$ cat src/rtl/ov7670_sccb_config.sv
// ---------------------------------------------------------------------------
// ov7670_sccb_config
//
// Power-on / on-demand bring-up sequencer for the OV7670 camera. After an
// accepted start it pulses the camera hardware reset, waits for power-up,
// and then walks a register table. Each table entry becomes one SCCB
// 3-phase write {DEV_ADDR, reg_addr, value} on SCL/SDA.
//
// Table entry encoding (rom_data = {reg_addr, value}):
//   16'hFFFF  end of table
//   16'hFFF0  insert a DELAY_CYCLES pause
//   other     register write
//
// Ports:
//   clk          system clock
//   reset        asynchronous, active-high reset
//   start        single-cycle request to run the full sequence (IDLE only)
//   busy         high from the accepted start until done/error
//   done         level, set on normal completion, cleared by the next start
//   error        level, ACK failure (ACK checking builds only)
//   rom_addr     table index
//   rom_data     table entry, valid one cycle after rom_addr changes
//   cam_reset_n  camera hardware reset, active low
//   sccb_scl     SCCB clock, push-pull
//   sccb_sda_oe  1 = drive SDA low, 0 = release (external pull-up)
//   sccb_sda_in  SDA pin readback
//
// Build option: define SCCB_ACK_CHECK_EN to sample the ninth (ACK) bit of
// every byte. A NACK finishes the current STOP, raises error and returns
// to IDLE with rom_addr left on the failing entry. Without the macro the
// ninth bit is don't-care, error stays 0 and sccb_sda_in is unused.
// ---------------------------------------------------------------------------
module ov7670_sccb_config #(
  parameter int         CLK_DIV      = 125,
  parameter logic [7:0] DEV_ADDR     = 8'h42,
  parameter int         NUM_REGS     = 128,
  parameter int         RESET_CYCLES = 50000,
  parameter int         PWRUP_CYCLES = 150000,
  parameter int         DELAY_CYCLES = 500000,
  parameter int         GAP_CYCLES   = 500,
  localparam int        AW           = $clog2(NUM_REGS)
) (
  input  logic          clk,
  input  logic          reset,
  input  logic          start,
  output logic          busy,
  output logic          done,
  output logic          error,
  output logic [AW-1:0] rom_addr,
  input  logic [15:0]   rom_data,
  output logic          cam_reset_n,
  output logic          sccb_scl,
  output logic          sccb_sda_oe,
  input  logic          sccb_sda_in
);

  localparam int MAX_RP = (RESET_CYCLES > PWRUP_CYCLES) ? RESET_CYCLES : PWRUP_CYCLES;
  localparam int MAX_DG = (DELAY_CYCLES > GAP_CYCLES) ? DELAY_CYCLES : GAP_CYCLES;
  localparam int MAXC   = (MAX_RP > MAX_DG) ? MAX_RP : MAX_DG;
  localparam int CW     = $clog2(MAXC + 1);
  localparam int QW     = (CLK_DIV > 1) ? $clog2(CLK_DIV) : 1;

  typedef enum logic [3:0] {
    S_IDLE, S_HWRST, S_PWRUP, S_FETCH, S_START,
    S_BIT, S_STOP, S_GAP, S_DELAY, S_FIN
  } state_t;

  state_t        state, state_n;
  logic [CW-1:0] cnt, cnt_n;          // cycle counter for timed states
  logic [QW-1:0] qdiv, qdiv_n;        // clk count inside one quarter-bit
  logic [1:0]    qtr, qtr_n;          // quarter index inside a bus phase
  logic [3:0]    bitpos, bitpos_n;    // 0..7 data, 8 = ACK slot
  logic [1:0]    byte_idx, byte_n;    // 0..2 within the 3-phase write
  logic [23:0]   shreg, shreg_n;      // remaining bits, MSB goes out next
  logic [AW-1:0] rom_addr_n;
  logic          busy_n, done_n, error_n, nack, nack_n;
  logic          crn_n, scl_n, oe_n;
  logic          q_end, advance;

  assign q_end = (qdiv == QW'(CLK_DIV - 1));

`ifndef SCCB_ACK_CHECK_EN
  logic unused_sda;
  assign unused_sda = sccb_sda_in;
`endif

  always_comb begin
    // NOTE: every value written here gets a default first, so no path can infer a latch.
    state_n    = state;
    cnt_n      = cnt;
    qdiv_n     = qdiv;
    qtr_n      = qtr;
    bitpos_n   = bitpos;
    byte_n     = byte_idx;
    shreg_n    = shreg;
    rom_addr_n = rom_addr;
    busy_n     = busy;
    done_n     = done;
    error_n    = error;
    nack_n     = nack;
    advance    = 1'b0;

    // Quarter-bit timebase runs only while a bus phase is in progress.
    if (state == S_START || state == S_BIT || state == S_STOP) begin
      qdiv_n = q_end ? '0 : qdiv + QW'(1);
      if (q_end) qtr_n = qtr + 2'd1;
    end

    case (state)
      S_IDLE: if (start) begin
        busy_n  = 1'b1;
        done_n  = 1'b0;
        error_n = 1'b0;
        cnt_n   = '0;
        state_n = S_HWRST;
      end
      S_HWRST: if (cnt == CW'(RESET_CYCLES - 1)) begin
        cnt_n   = '0;
        state_n = S_PWRUP;
      end else cnt_n = cnt + CW'(1);
      S_PWRUP: if (cnt == CW'(PWRUP_CYCLES - 1)) begin
        cnt_n      = '0;
        rom_addr_n = '0;
        state_n    = S_FETCH;
      end else cnt_n = cnt + CW'(1);
      // First cycle presents rom_addr, second captures rom_data.
      S_FETCH: if (cnt == '0) cnt_n = CW'(1);
      else begin
        cnt_n = '0;
        if (rom_data == 16'hFFFF)      state_n = S_FIN;
        else if (rom_data == 16'hFFF0) state_n = S_DELAY;
        else begin
          shreg_n  = {DEV_ADDR, rom_data};
          qdiv_n   = '0;
          qtr_n    = 2'd0;
          bitpos_n = 4'd0;
          byte_n   = 2'd0;
          nack_n   = 1'b0;
          state_n  = S_START;
        end
      end
      S_START: if (q_end && qtr == 2'd1) begin
        qtr_n   = 2'd0;
        state_n = S_BIT;
      end
      S_BIT: if (q_end) begin
`ifdef SCCB_ACK_CHECK_EN
        if (qtr == 2'd2 && bitpos == 4'd8) nack_n = nack | sccb_sda_in;
`endif
        if (qtr == 2'd3) begin
          if (bitpos == 4'd8) begin
            bitpos_n = 4'd0;
            if (byte_idx == 2'd2) state_n = S_STOP;
            else                  byte_n  = byte_idx + 2'd1;
          end else begin
            bitpos_n = bitpos + 4'd1;
            shreg_n  = {shreg[22:0], 1'b0};
          end
        end
      end
      S_STOP: if (q_end && qtr == 2'd3) begin
        cnt_n   = '0;
        state_n = S_GAP;
`ifdef SCCB_ACK_CHECK_EN
        if (nack) begin
          busy_n  = 1'b0;
          error_n = 1'b1;
          state_n = S_IDLE;
        end
`endif
      end
      S_GAP: if (cnt == CW'(GAP_CYCLES - 1)) advance = 1'b1;
      else cnt_n = cnt + CW'(1);
      // The two FETCH cycles of the delay entry count toward its pause, so
      // the entry as a whole occupies DELAY_CYCLES.
      S_DELAY: if (cnt == CW'(DELAY_CYCLES - 3)) advance = 1'b1;
      else cnt_n = cnt + CW'(1);
      S_FIN: state_n = S_IDLE;
      default: state_n = S_IDLE;
    endcase

    // The last table slot ends the run without wrapping rom_addr.
    if (advance) begin
      cnt_n = '0;
      if (rom_addr == AW'(NUM_REGS - 1)) state_n = S_FIN;
      else begin
        rom_addr_n = rom_addr + AW'(1);
        state_n    = S_FETCH;
      end
    end

    if (state_n == S_FIN) begin
      busy_n = 1'b0;
      done_n = 1'b1;
    end

    // Pin levels derive from the next state so they are registered and change
    // exactly on quarter boundaries.
    crn_n = (state_n != S_HWRST);
    scl_n = 1'b1;
    oe_n  = 1'b0;
    case (state_n)
      S_START: begin
        scl_n = (qtr_n == 2'd0);
        oe_n  = 1'b1;
      end
      S_BIT: begin
        scl_n = (qtr_n == 2'd1) || (qtr_n == 2'd2);
        oe_n  = (bitpos_n == 4'd8) ? 1'b0 : ~shreg_n[23];
      end
      S_STOP: begin
        scl_n = (qtr_n != 2'd0);
        oe_n  = (qtr_n == 2'd0) || (qtr_n == 2'd1);
      end
      default: ;
    endcase
  end

  // NOTE: reset is asynchronous, so the bus is released immediately even mid-transfer.
  always_ff @(posedge clk or posedge reset) begin
    if (reset) begin
      state       <= S_IDLE;
      cnt         <= '0;
      qdiv        <= '0;
      qtr         <= 2'd0;
      bitpos      <= 4'd0;
      byte_idx    <= 2'd0;
      shreg       <= '0;
      rom_addr    <= '0;
      busy        <= 1'b0;
      done        <= 1'b0;
      error       <= 1'b0;
      nack        <= 1'b0;
      cam_reset_n <= 1'b1;
      sccb_scl    <= 1'b1;
      sccb_sda_oe <= 1'b0;
    end else begin
      // NOTE: non-blocking assignments keep every flop sampling pre-edge values.
      state       <= state_n;
      cnt         <= cnt_n;
      qdiv        <= qdiv_n;
      qtr         <= qtr_n;
      bitpos      <= bitpos_n;
      byte_idx    <= byte_n;
      shreg       <= shreg_n;
      rom_addr    <= rom_addr_n;
      busy        <= busy_n;
      done        <= done_n;
      error       <= error_n;
      nack        <= nack_n;
      cam_reset_n <= crn_n;
      sccb_scl    <= scl_n;
      sccb_sda_oe <= oe_n;
    end
  end

endmodule

$ cat config.mk
export PLATFORM = sky130hd
export DESIGN_NAME = ov7670_sccb_config
export DESIGN_NICKNAME = d
export VERILOG_FILES = /design/src/rtl/ov7670_sccb_config.sv
export SDC_FILE = /design/constraint.sdc
export NUM_CORES = 1
export LEC_CHECK = 0
export ABC_AREA = 1
export CELL_PAD_IN_SITES_DETAIL_PLACEMENT = 1
export CELL_PAD_IN_SITES_GLOBAL_PLACEMENT = 1
export CORE_ASPECT_RATIO = 0.6
export CORE_MARGIN = 2
export CORE_UTILIZATION = 45
export CTS_BUF_LIST = sky130_fd_sc_hd__clkbuf_16
export CTS_CLUSTER_SIZE = 25
export DETAILED_ROUTE_END_ITERATION = 16
export DONT_BUFFER_PORTS = 1
export MAX_ROUTING_LAYER = met4
export PLACE_DENSITY = 0.79
export SYNTH_ARGS = -nofsm -noshare
export SYNTH_HDL_FRONTEND = slang
export SYNTH_SLANG_ARGS = --single-unit
export TNS_END_PERCENT = 30
$ cat constraint.sdc
create_clock -name clk -period 4.03 [get_ports clk]
set_input_delay 0.806 -clock clk [delete_from_list [all_inputs] [get_ports clk]]
set_output_delay 0.806 -clock clk [all_outputs]
set_load 0.02 [all_outputs]
==> metrics.md, run 1 <==
| Metric | Value |
|---|---|
| Post-synth EDFFs | `0` |
| Initial DRC Count | `290` |
| Avg WL per Cell | `18.2 um` |
| Syn Area/Cell | `7.41 sq um` |
| Crit Path Max Fanout | `6` |
| Clock Latency Late Sink | `0.34 ns` |
| Final cell count without fillers | `777` |
| Drt drc | `0` |
| Routability Congestion | `0.948` |
| TNS Setup | `0 ns` |
| Top cell by count, worst path | `nand3_1` |
| Number of global-route vias before repair | `4501` |
| CTS tree | `yes` |
| RSZ-0062 raised after global routing | `no` |
| Slowest-stage cell, CP | `dfrtp_1` |
| Critical path arrival | `3.00 ns` |
| Row count | `28` |
| R2r setup slk | `1.28 ns` |
| Synth area leader | `dfrtp_1` |
| Area of the core | `10000 sq um` |
| Total CTS buffers | `9` |
| Die Span Y | `83.1 um` |
| Vias per Instance | `5.60` |
| I/O Buffers | `0` |
| Synth area leaders | `dfrtp_1, nand2_1, nand3_1, inv_1, nor2_1` |
| Max Fclk | `364 MHz` |
| Pleak | `0.00238 uW` |
| Slew @ Worst Pin | `0.712 ns` |
| Post-Place Worst Slack | `1.41 ns` |
| # hold bufs at CTS | `0` |
| DRT antenna net count | `0` |
| Gr ovfl total | `0` |
| Inst Count DP | `761` |
| Sequential fraction of the synthesis area | `39.5%` |
| Area delta synth->final | `9.00%` |
| Worst Clk Skew | `0.00852 ns` |
| Async SR Flop Fraction | `100%` |
| Hold Fails Final Rpt | `0` |
| FF-to-FF path depth | `13` |
| Final worst slack | `1.28 ns` |
| Router iterations before antenna repair | `4` |
| Critical R2R Launch | `cnt[12]` |
| Hold Path Class | `input pin to async pin` |
| Share of the synthesized area in the top cell type | `38.3%` |
| Power per Cell Area | `331 nW/um^2` |
| CTS root buf | `clkbuf_16` |
| Final Slew Violations | `0` |
| FF+latch area | `1850 sq um` |
| Global-route wire length before repair | `23100 um` |
| CTS sink cnt | `74` |
| Initial Utilization | `46.9%` |
| Netlist cell types | `46` |
| Top-count cell post-synth | `nand2_1` |
| Die X-Extent | `136 um` |
| Top_reg_cell synth | `dfrtp_1` |
| Cell count after synthesis | `634` |
| Mapped Nets | `666` |
| N_diodes | `0` |
| Die area | `11300 sq um` |
| Required time worst endpoint | `4.28 ns` |
| Worst VDD drop | `0.198 mV` |
| Worst setup EP type | `register` |
| Reg2reg end | `sccb_scl` |
| Postcts setup bufs | `0` |
| Initial antenna violation count | `0` |
| Largest net degree at the start of global routing | `35` |
| CP bufs+invs | `2` |
| Placed inst area | `4780 sq um` |
| Final instance area | `5120 sq um` |
| Total Routing Usage GR | `26.8%` |
| DRT Wirelength | `14100 um` |
| Nets | `669` |
| Post-DP HPWL | `10900 um` |
| Setup violation total in the final timing report | `0` |
| Startpoint Class | `register` |
| Clock Tree Buf Depth | `2` |
| Io pins | `33` |
| Final worst-path cycle share | `68.2%` |
| Post-cts resize count | `0` |
| Top cell family by delay on the critical path | `simple AND/OR/NAND/NOR gates` |
| H-tree depth | `3` |
| Most frequent cells after synthesis | `nand2_1, inv_1, nor2_1` |
| Fin crit period | `2.75 ns` |
| Multi-input gate area in the final layout | `2360 sq um` |
| Proportion of layout cells with a drive suffix above 1 | `11.2%` |
| Fill cell count | `1295` |
| Status | `finished, final reports clean` |
| Worst-path clk slew | `0.06 ns` |
| Crit-path cells | `nor2_2 -> nand2_1 -> nor2_1 -> nand3_1 -> nand3_1 -> nand2_1 -> a21boi_1 -> inv_1 -> ha_1 -> inv_1 -> nor2_1 -> o21ai_0 -> nand3_1` |
| Worst setup path class | `register to register` |
| CP peak stage delay | `0.46 ns` |
| Post-Synthesis Cell Area | `4700 sq um` |
| Max cap viols | `0` |
| Total number of vias | `4354` |
| Fin util | `51.1%` |
| Worst slew margin | `52.2%` |
| Yosys reg bits | `74` |
| Yosys warnings | `0` |
==> power breakdown <==
part           leakage [uW]  switching [uW]  internal (uW)
clock network      0.000169             325            605
logic               0.00137            17.9           2.86
registers          0.000834        0.000261            743
total               0.00238             343           1350
==> registers in the layout (all words and copies together) (netlist names) <==
register,flops
sccb_sda_oe,1
cam_reset_n,1
shreg,24
byte_idx,2
state,4
rom_addr,7
bitpos,4
qtr,2
busy,1
done,1
sccb_scl,1
cnt,19
qdiv,7
==> worst register-to-register path, delay by kind of cell, from the launching register on <==
kind	cells	cell delay (ns)
simple gates	8	1.29
compound gates	2	0.58
flops	1	0.46
fa+ha+maj	1	0.21
buf+inv	2	0.14
==> area by class of cell <==
cell class / instances / share of cell area [%]
inverter: 97 / 7.16
clock buffer: 9 / 4.40
timing repair buffer: 4 / 0.586
clock inverter: 7 / 2.30
tap: 135 / 3.30
sequential: 74 / 36.2
multi-input combinational: 451 / 46.1
==> logic make-up (layout without fill, tap and decap cells) <==
| family | count (synthesis) | in the layout | share of synthesized area [%] |
|---|---|---|---|
| xor+xnor | 11 | 11 | 2.05 |
| fa+ha+maj | 12 | 12 | 3.20 |
| other cells | 1 | 1 | 0.0798 |
| flops | 74 | 74 | 39.5 |
| compound gates | 59 | 59 | 7.99 |
| mux | 1 | 1 | 0.213 |
| simple gates | 367 | 367 | 36.6 |
| buf+inv | 109 | 117 | 10.4 |
==> stage by stage <==
stage          hold slack, ns  power [uW]
4_1_cts                 0.402        1710
5_1_grt                 0.414        1740
3_5_place_dp            0.477         779
2_1_floorplan           0.453         772
3_3_place_gp            0.466         778
6_report                0.383        1690
==> worst max-delay path by stage <==
stage             from   endpoint  slack, ns  depth (start not counted)
4_1_cts        cnt[12]   sccb_scl       1.39                         13
3_5_place_dp   cnt[12]   sccb_scl       1.41                         13
6_report       cnt[12]   sccb_scl       1.28                         13
2_1_floorplan    reset  bitpos[0]       1.35                          1
5_1_grt        cnt[12]   sccb_scl       1.20                         13
3_3_place_gp   cnt[12]   sccb_scl       1.54                         12
==> per-layer routing <==
layer | global-route usage (%) | up-vias | share of wire [%]
met1 | 40.3 | 2191 | 52
met5 | - | - | 0
met4 | 4.83 | 0 | 0.75
met2 | 36.9 | 95 | 41
li1 | - | 2056 | -
met3 | 6.17 | 12 | 5.9
==> cell usage in the layout, fill, tap and decap left out, types with 4 or more instances in the layout <==
| master | n |
|---|---|
| nand4_1 | 19 |
| nand2_1 | 127 |
| nor2_1 | 88 |
| o211ai_1 | 4 |
| o21ai_0 | 22 |
| buf_4 | 4 |
| nand3_2 | 10 |
| clkbuf_16 | 9 |
| a21oi_1 | 8 |
| o22ai_1 | 8 |
| nand3_1 | 80 |
| ha_1 | 12 |
| nor3_1 | 11 |
| xor2_1 | 8 |
| nand2_2 | 18 |
| inv_2 | 9 |
| dfrtp_1 | 72 |
| inv_1 | 87 |
No activity file was read; power rests on OpenSTA's default activity.
==> inputs of run 2 (changes only) <==
- clock period: 4.03 -> 2.8 ns (I/O delays scaled with it)
==> metrics.md, run 2 (synthesis gave the netlist of run 1 again) <==
| Metric | Value |
|---|---|
| CTS tree | `yes` |
| Pleak | `0.00237 uW (-0.15%)` |
| H-tree depth | `3 (unchanged)` |
| Die Span Y | `83.1 um (unchanged)` |
| Slew @ Worst Pin | `0.691 ns (-0.0213 ns)` |
| Worst slew margin | `53.6% (+1.4 points)` |
| Fin crit period | `2.57 ns (-0.179 ns)` |
| Die X-Extent | `136 um (unchanged)` |
| Max FFs per register | `24 (unchanged)` |
| DRT Wirelength | `14300 um (+1.3%)` |
| Initial Utilization | `46.9% (unchanged)` |
| Biggest register | `shreg` |
| Drt drc | `0 (unchanged)` |
| Clock Latency Late Sink | `0.34 ns (about the same)` |
| Required time worst endpoint | `3.01 ns (-1.27 ns)` |
| Final worst-path cycle share | `91.8% (+24 points)` |
| Worst setup EP type | `register` |
| RSZ-0062 raised after global routing | `no` |
| Final instance area | `5090 sq um (-0.68%)` |
| Final worst slack | `0.230 ns (-1.05 ns)` |
| Max Fclk | `389 MHz (+7.0%)` |
| Setup violation total in the final timing report | `0 (unchanged)` |
| Worst Clk Skew | `0.00786 ns (-0.000661 ns)` |
| Slowest-stage cell, CP | `dfrtp_1` |
| Hold Fails Final Rpt | `0 (unchanged)` |
| Leading cell type in the layout, fill and taps excluded | `nand2_1` |
| Initial DRC Count | `323 (+11%)` |
| Crit-path cells | `inv_1 -> ha_1 -> nand3_1 -> nor2_2 -> nand2_2 -> o21ai_2 -> o21ai_2 -> inv_2 -> nand2_1 -> inv_2 -> nor2_1` |
| Critical path arrival | `2.78 ns (-0.22 ns)` |
| Largest net degree at the start of global routing | `46 (+31%)` |
| Worst setup path class | `register to register` |
| I/O Buffers | `0 (unchanged)` |
| Avg WL per Cell | `18.3 um (+0.61%)` |
| Routability Congestion | `0.921 (-2.8%)` |
| Top Registers | `shreg x24, cnt x19` |
| Worst VDD drop | `0.300 mV (+52%)` |
| Post-Place Worst Slack | `0.327 ns (-1.08 ns)` |
| DRT antenna net count | `0 (unchanged)` |
| Vias per Instance | `5.61 (about the same)` |
| Number of global-route vias before repair | `4466 (-0.78%)` |
| CTS root buf | `clkbuf_16` |
| Total Routing Usage GR | `27.8% (+1.0 points)` |
| Router iterations before antenna repair | `5 (+1)` |
| Global-route wire length before repair | `23600 um (+2.3%)` |
| Gr ovfl total | `0 (unchanged)` |
| Row count | `28 (unchanged)` |
| Total CTS buffers | `9 (unchanged)` |
| N_diodes | `0 (unchanged)` |
| TNS Setup | `0 ns (unchanged)` |
| Status | `finished, final reports clean` |
| Startpoint Class | `register` |
| Final Slew Violations | `0 (unchanged)` |
| Crit Path Max Fanout | `14 (+8)` |
| Power per Cell Area | `418 nW/um^2 (+27%)` |
| Hold Path Class | `input pin to async pin` |
| Area of the core | `10000 sq um (unchanged)` |
| Commonest non-fill, non-tap cells in the layout | `nand2_1, inv_1, nor2_1` |
| Initial antenna violation count | `0 (unchanged)` |
| Io pins | `33 (unchanged)` |
| Post-cts resize count | `0 (unchanged)` |
| Postcts setup bufs | `0 (unchanged)` |
| Fill cell count | `1317 (+1.7%)` |
| Proportion of layout cells with a drive suffix above 1 | `11.3% (+0.068 points)` |
| # hold bufs at CTS | `0 (unchanged)` |
| Placed inst area | `4830 sq um (+1.0%)` |
| Area delta synth->final | `8.26%` |
| Max cap viols | `0 (unchanged)` |
| Post-DP HPWL | `11100 um (+1.6%)` |
| Nets | `674 (+0.75%)` |
| CTS sink cnt | `74 (unchanged)` |
| Worst-path clk slew | `0.06 ns (about the same)` |
| Clock Tree Buf Depth | `2 (unchanged)` |
| CP peak stage delay | `0.40 ns (-0.06 ns)` |
| Total number of vias | `4384 (+0.69%)` |
| Die area | `11300 sq um (unchanged)` |
-- run 2: stage by stage --
step	std cells	hold slack (ns)	total power [uW]	util, %
2_1_floorplan	634	0.453	1110	-
4_1_cts	782	0.180	2160	50.8
3_5_place_dp	766	0.470	1120	48.2
5_1_grt	782	0.204	2210	50.8
3_3_place_gp	766	0.465	1120	48.2
6_report	782	0.166	2130	50.8
-- run 2: path summary, 6_finish.rpt --
| path | from | end | slack [ns] | cells after the start |
|---|---|---|---|---|
| max in group asynchronous | reset | busy | 1.80 | 3 |
| setup reg to reg | qdiv[1] | cnt[11] | 0.23 | 11 |
| hold reg to reg | shreg[12] | shreg[12] | 0.49 | 2 |
| hold / removal | reset | sccb_sda_oe | 0.17 | 1 |
| min in group clk | rom_data[12] | shreg[12] | 0.39 | 2 |
| setup / recovery | qdiv[1] | cnt[11] | 0.23 | 11 |
-- run 2: power by group --
group          internal, uW  switching (uW)  total (uW)  leakage, uW
Combinational          6.07            26.0        32.1      0.00140
Sequential             1070        0.000402        1070     0.000834
Clock                   584             443        1030     0.000136
-- run 2: final cells by class --
cell class	instances	area, sq um	share of cell area [%]
Timing Repair Buffer	9	80.1	1.57
Sequential cell	74	1850	36.5
Clock inverter	7	32.5	0.640
Multi-Input combinational cell	451	2360	46.4
Tap cell	135	169	3.32
Clock buffer	9	225	4.43
Inverter	97	367	7.21
-- run 2: worst max-delay path, delay by kind of cell, from the launching register on --
kind                       cells  cell delay, ns
buffers and inverters          3            0.64
adders and majority gates      1            0.17
AOI/OAI and AO/OA              2            0.33
DFF                            1            0.40
and+or+nand+nor                5            0.89
-- run 2: layer usage --
metal,global-route usage [%],up-vias,wire (um)
met5,-,-,0
met4,6.91,0,182
met3,7.26,16,1130
met2,38.2,147,5960
met1,40.5,2155,7020
li1,-,2066,-
==> inputs of run 3 (changes only) <==
- CTS_CLUSTER_SIZE: 25 -> 10
==> results of run 3 <==
No change in the layout: final DEF, timing and power equal those of run 2.
